## src/rtl/serial_pattern_source.sv

```systemverilog
// Serial pattern source: shifts a loaded pattern out MSB-first on o_x,
// with programmable length, frame repetition, hold and start/done handshake.
module serial_pattern_source #(
  parameter int WIDTH = 64,
  parameter int LEN_W = 7,
  parameter int REP_W = 4
) (
  input  logic             i_clk,
  input  logic             i_rst_n,
  input  logic             i_load,
  input  logic [WIDTH-1:0] i_data,
  input  logic [LEN_W-1:0] i_len,
  input  logic [REP_W-1:0] i_repeat,
  input  logic             i_start,
  input  logic             i_hold,
  output logic             o_x,
  output logic             o_valid,
  output logic             o_busy,
  output logic             o_done,
  output logic [LEN_W-1:0] o_bit_cnt
);

  typedef enum logic [1:0] {
    S_IDLE,
    S_SHIFT,
    S_FINISH
  } state_t;

  localparam logic [LEN_W-1:0] L_MAX = LEN_W'(WIDTH);

  state_t           r_state;
  logic [WIDTH-1:0] r_data_s;
  logic [LEN_W-1:0] r_len_s;
  logic [REP_W-1:0] r_rep_s;
  logic             r_armed;
  logic [WIDTH-1:0] r_frame;
  logic [LEN_W-1:0] r_len_f;
  logic [WIDTH-1:0] r_sh;
  logic [LEN_W-1:0] r_bcnt;
  logic [REP_W-1:0] r_rcnt;

  logic [LEN_W-1:0] w_len_in;
  logic [WIDTH-1:0] w_go_data;
  logic [LEN_W-1:0] w_go_len;
  logic [REP_W-1:0] w_go_rep;
  logic [WIDTH-1:0] w_go_sh;
  logic             w_start_ok;

  assign w_len_in   = (i_len == '0 || i_len > L_MAX) ? L_MAX : i_len;
  assign w_go_data  = i_load ? i_data : r_data_s;
  assign w_go_len   = i_load ? w_len_in : r_len_s;
  assign w_go_rep   = i_load ? i_repeat : r_rep_s;
  // left-align so the first bit to send sits at the MSB
  assign w_go_sh    = w_go_data << (L_MAX - w_go_len);
  assign w_start_ok = i_start && (r_armed || i_load);

  always_ff @(posedge i_clk or negedge i_rst_n) begin
    if (!i_rst_n) begin
      r_state   <= S_IDLE;
      r_data_s  <= '0;
      r_len_s   <= '0;
      r_rep_s   <= '0;
      r_armed   <= 1'b0;
      r_frame   <= '0;
      r_len_f   <= '0;
      r_sh      <= '0;
      r_bcnt    <= '0;
      r_rcnt    <= '0;
      o_x       <= 1'b0;
      o_valid   <= 1'b0;
      o_busy    <= 1'b0;
      o_done    <= 1'b0;
      o_bit_cnt <= '0;
    end else begin
      if (i_load) begin
        r_data_s <= i_data;
        r_len_s  <= w_len_in;
        r_rep_s  <= i_repeat;
        r_armed  <= 1'b1;
      end
      unique case (r_state)
        S_IDLE: begin
          o_x       <= 1'b0;
          o_valid   <= 1'b0;
          o_done    <= 1'b0;
          o_bit_cnt <= '0;
          if (w_start_ok) begin
            r_state <= S_SHIFT;
            o_busy  <= 1'b1;
            r_frame <= w_go_sh;
            r_len_f <= w_go_len;
            r_sh    <= w_go_sh;
            r_bcnt  <= w_go_len - 1'b1;
            r_rcnt  <= w_go_rep;
          end
        end
        S_SHIFT: begin
          if (i_hold) begin
            o_valid <= 1'b0;
          end else begin
            o_x       <= r_sh[WIDTH-1];
            o_valid   <= 1'b1;
            o_bit_cnt <= r_bcnt;
            if (r_bcnt == '0) begin
              if (r_rcnt != '0) begin
                r_sh   <= r_frame;
                r_bcnt <= r_len_f - 1'b1;
                r_rcnt <= r_rcnt - 1'b1;
              end else begin
                r_state <= S_FINISH;
              end
            end else begin
              r_sh   <= r_sh << 1;
              r_bcnt <= r_bcnt - 1'b1;
            end
          end
        end
        S_FINISH: begin
          o_x       <= 1'b0;
          o_valid   <= 1'b0;
          o_busy    <= 1'b0;
          o_done    <= 1'b1;
          o_bit_cnt <= '0;
          r_state   <= S_IDLE;
        end
        default: r_state <= S_IDLE;
      endcase
    end
  end

endmodule
```

## config.mk

```make
export PLATFORM = sky130hd
export DESIGN_NAME = serial_pattern_source
export DESIGN_NICKNAME = d
export VERILOG_FILES = /design/src/rtl/serial_pattern_source.sv
export SDC_FILE = /design/constraint.sdc
export NUM_CORES = 1
export LEC_CHECK = 0
export CORE_AREA = 2 2 168 170
export DETAILED_ROUTE_END_ITERATION = 10
export DIE_AREA = 0 0 170 172
export PLACE_DENSITY = 0.74
export SYNTH_ARGS = -nofsm -noshare
export SYNTH_HDL_FRONTEND = slang
export SYNTH_SLANG_ARGS = --single-unit
export TNS_END_PERCENT = 20
```

## constraint.sdc

```tcl
create_clock -name i_clk -period 6.15 [get_ports i_clk]
set_clock_uncertainty 0.15 [all_clocks]
set_input_delay 1.23 -clock i_clk [delete_from_list [all_inputs] [get_ports i_clk]]
set_output_delay 1.23 -clock i_clk [all_outputs]
set_load 0.02 [all_outputs]
```

==> flow_summary.json <==
{
  "run_status": "completed",
  "fin_crit_sh_pct": 77.2,
  "synth_nets": 1638,
  "slew_violations": 0,
  "cts_root_buffer": "clkbuf_16",
  "first_global_vias": 11900,
  "clkSinkCount": 235,
  "avgRoutedWirePerCell_um": 21.7,
  "post_cts_buffers": 0,
  "arrival_ns": 5.05,
  "synth-main-ff-cell": "dfrtp_1",
  "gp_congestion": 1.04,
  "vias": 12500,
  "synth_cells": 1555,
  "criticalPathCategory": "input port to flip-flop",
  "fin_setup_tns_ns": 0,
  "layout_commonest_cell": "nand2_1",
  "cts_buffers": 26,
  "wl_met2_um": 19600,
  "drt_iter0_drc": 1350,
  "reg2regPathDepth": 8,
  "grt.overflow.total": 0,
  "p_leak_uw": 0.00743,
  "yosys_register_bits": 235,
  "die_h_um": 172,
  "p_int_uw": 3660,
  "ys_seq_area_share_pct": 39.4,
  "min_path_type": "flip-flop to flip-flop",
  "hold_depth": 1,
  "top_layer": "met4",
  "max_freq_mhz": 211,
  "fp.dieW_um": 170,
  "drive_gt1_share_pct": 14.8,
  "power_uw": 5780,
  "dp_hpwl_um": 30000,
  "postSynthAreaPerCell_um2": 9.61,
  "grt_use_total_pct": 29.8,
  "power_density_nw_per_um2": 341,
  "seqPwrFrac_pct": 34.5,
  "hold_ws_ns": 0.295,
  "combPwrFrac_pct": 38.7,
  "routed_via_density": 6.39,
  "ys_warn_count": 0,
  "start_kind": "input port",
  "die-area_um2": 29200,
  "cts_buffer_depth": 3,
  "cts_tree": "done",
  "cpMostUsedCell": "mux4_2",
  "wl_met3_um": 3130,
  "grt_first_pass_wirelength_um": 68200,
  "rows": 61,
  "core_um2": 27500,
  "hold_start": "r_armed$_DFFE_PN0P_",
  "ff_latch_area_um2": 5880,
  "report.final.setup_viol": 0,
  "port_buffers": 90,
  "start_util_pct": 54.4,
  "nets": 1676,
  "max_slew_margin_pct": 31.3,
  "drc_errors": 0,
  "cp_max_fo": 46,
  "syn_area_um2": 14900,
  "slowest_stage": "mux4_2",
  "finalHoldViolations": 0,
  "drt.antenna.violating_nets": 0,
  "max_stage_delay_ns": 0.69,
  "swShare_pct": 36.7,
  "hold-path-endpoint": "r_armed$_DFFE_PN0P_",
  "finalCriticalPeriod_ns": 4.75,
  "antenna_found_initial": 0,
  "r2r_slack_ns": 2.34,
  "peakVddDrop_uv": 214,
  "htree_num_levels": 1,
  "rsz0062_at_grt": "false",
  "multi_input_area_um2": 8170,
  "grt_max_degree": 121,
  "postCtsHoldBufs": 0,
  "clock_latency_ns": 0.55,
  "fillers": 2350,
  "p_clk_share_pct": 26.9,
  "wl_met1_um": 18400,
  "most-common-layout-cells": "nand2_1 (291), dfrtp_1 (235), mux2i_1 (124)",
  "synth_edf_count": 0,
  "cp.required_ns": 6.45,
  "diodes": 0,
  "p_switching_uw": 2120,
  "rr_startpoint": "r_len_s[0]$_DFF_PN0_",
  "clk_pin_slew_ns": 0.06,
  "routed_wl_um": 42500,
  "synth_cell_type_count": 78,
  "rr_endpoint": "r_sh[58]$_DFFE_PN0P_",
  "first_pass_iters": 6,
  "tightest_slew_ns": 1.00,
  "cts_resized": 0,
  "async_flop_share_pct": 100,
  "cp_cell_sequence": "clkdlybuf4s50_1, nand3b_4, nand2_8, buf_4, mux4_2, mux4_2, a21oi_1, a32oi_1, o21ai_0",
  "crit_family": "multiplexers",
  "ioPinCount": 91,
  "syn2layout_area_growth_pct": 13.3,
  "cap_violations": 0,
  "end_kind": "flip-flop",
  "path_buf_inv": 2
}
cell families (layout without fill, tap and decap cells):
kind of cell / count (synthesis) / in the layout / share of synthesized area, %
compound gates: 349 / 349 / 14.4
simple gates: 519 / 519 / 15.6
xor+xnor: 14 / 14 / 0.997
mux: 233 / 233 / 23.0
buf+inv: 202 / 259 / 6.35
flops: 235 / 235 / 39.4
fa+ha+maj: 3 / 3 / 0.251
per-layer routing:
layer | vias up | track usage (%)
met1 | 6196 | 42.8
met4 | 0 | 10.1
met5 | - | 0
met3 | 83 | 4.35
li1 | 5692 | -
met2 | 531 | 46.8
state kept, by name, summed over array words and instances, names as in the netlist, 2 cells and up:
register,cells
o_bit_cnt,7
r_bcnt,7
r_data_s,64
r_frame,64
r_len_f,7
r_len_s,7
r_rcnt,4
r_rep_s,4
r_sh,64
r_state,2
Yosys cell counts (all sizes together), types with 8 or more instances:
master / instances / area, µm²
o31ai: 9 / 67.6
a31oi: 29 / 181
o21ai: 119 / 607
nor2: 76 / 298
mux4: 85 / 1910
inv: 80 / 303
xnor2: 11 / 123
o22ai: 19 / 138
clkbuf: 75 / 282
a21oi: 99 / 499
nor4: 26 / 163
a22oi: 8 / 92.6
nor3: 28 / 166
dfrtp: 235 / 5880
mux2i: 125 / 1260
a211oi: 12 / 90.1
buf: 47 / 364
a32oi: 10 / 87.6
nand3: 64 / 325
mux2: 23 / 259
o211ai: 12 / 90.1
nand2: 294 / 1130
power by group through the flow:
stage | clock network [µW] | registers (µW) | logic (µW)
global route | 1640 | 2020 | 2410
detailed placement | 0 | 2010 | 2190
floorplan | 0 | 1990 | 1510
finish | 1550 | 1990 | 2230
global placement | 0 | 2000 | 2160
CTS | 1580 | 1990 | 2200
metrics by stage:
stage               cells  worst slack (ns)  util, %  cell area [µm²]
floorplan            1555              1.56        -            14900
global placement     1911              1.00     58.5            16100
detailed placement   1911             0.944     58.5            16100
CTS                  1958              1.52     61.6            16900
global route         1958              1.20     61.6            16900
finish               1958              1.40     61.6            16900
layout make-up:
| type | instances | share of cell area [%] |
|---|---|---|
| tap | 346 | 2.56 |
| timing repair buffer | 132 | 7.57 |
| sequential | 235 | 34.8 |
| clock inverter | 7 | 0.584 |
| clock buffer | 40 | 4.45 |
| multi-input combinational | 1118 | 48.3 |
| inverter | 80 | 1.79 |
worst register-to-register path: cells and delay by family (launching register included):
kind / cells / cell delay [ns]
AND/OR/NAND/NOR: 2 / 0.30
buffers and inverters: 1 / 0.68
multiplexers: 2 / 1.22
AO/OA/AOI/OAI: 3 / 0.93
flip-flops: 1 / 0.42
how the worst max path moves through the flow:
stage,start,to,slack (ns),depth (start not counted)
detailed placement,i_len[6],r_sh[52]$_DFFE_PN0P_,0.94,13
CTS,i_len[6],r_sh[52]$_DFFE_PN0P_,1.52,13
global route,i_len[6],r_sh[58]$_DFFE_PN0P_,1.20,9
finish,i_len[6],r_sh[58]$_DFFE_PN0P_,1.40,9
floorplan,i_load,r_frame[63]$_DFFE_PN0P_,1.56,16
global placement,i_len[6],r_sh[28]$_DFFE_PN0P_,1.00,13
Power figures use the tool's default switching activity.
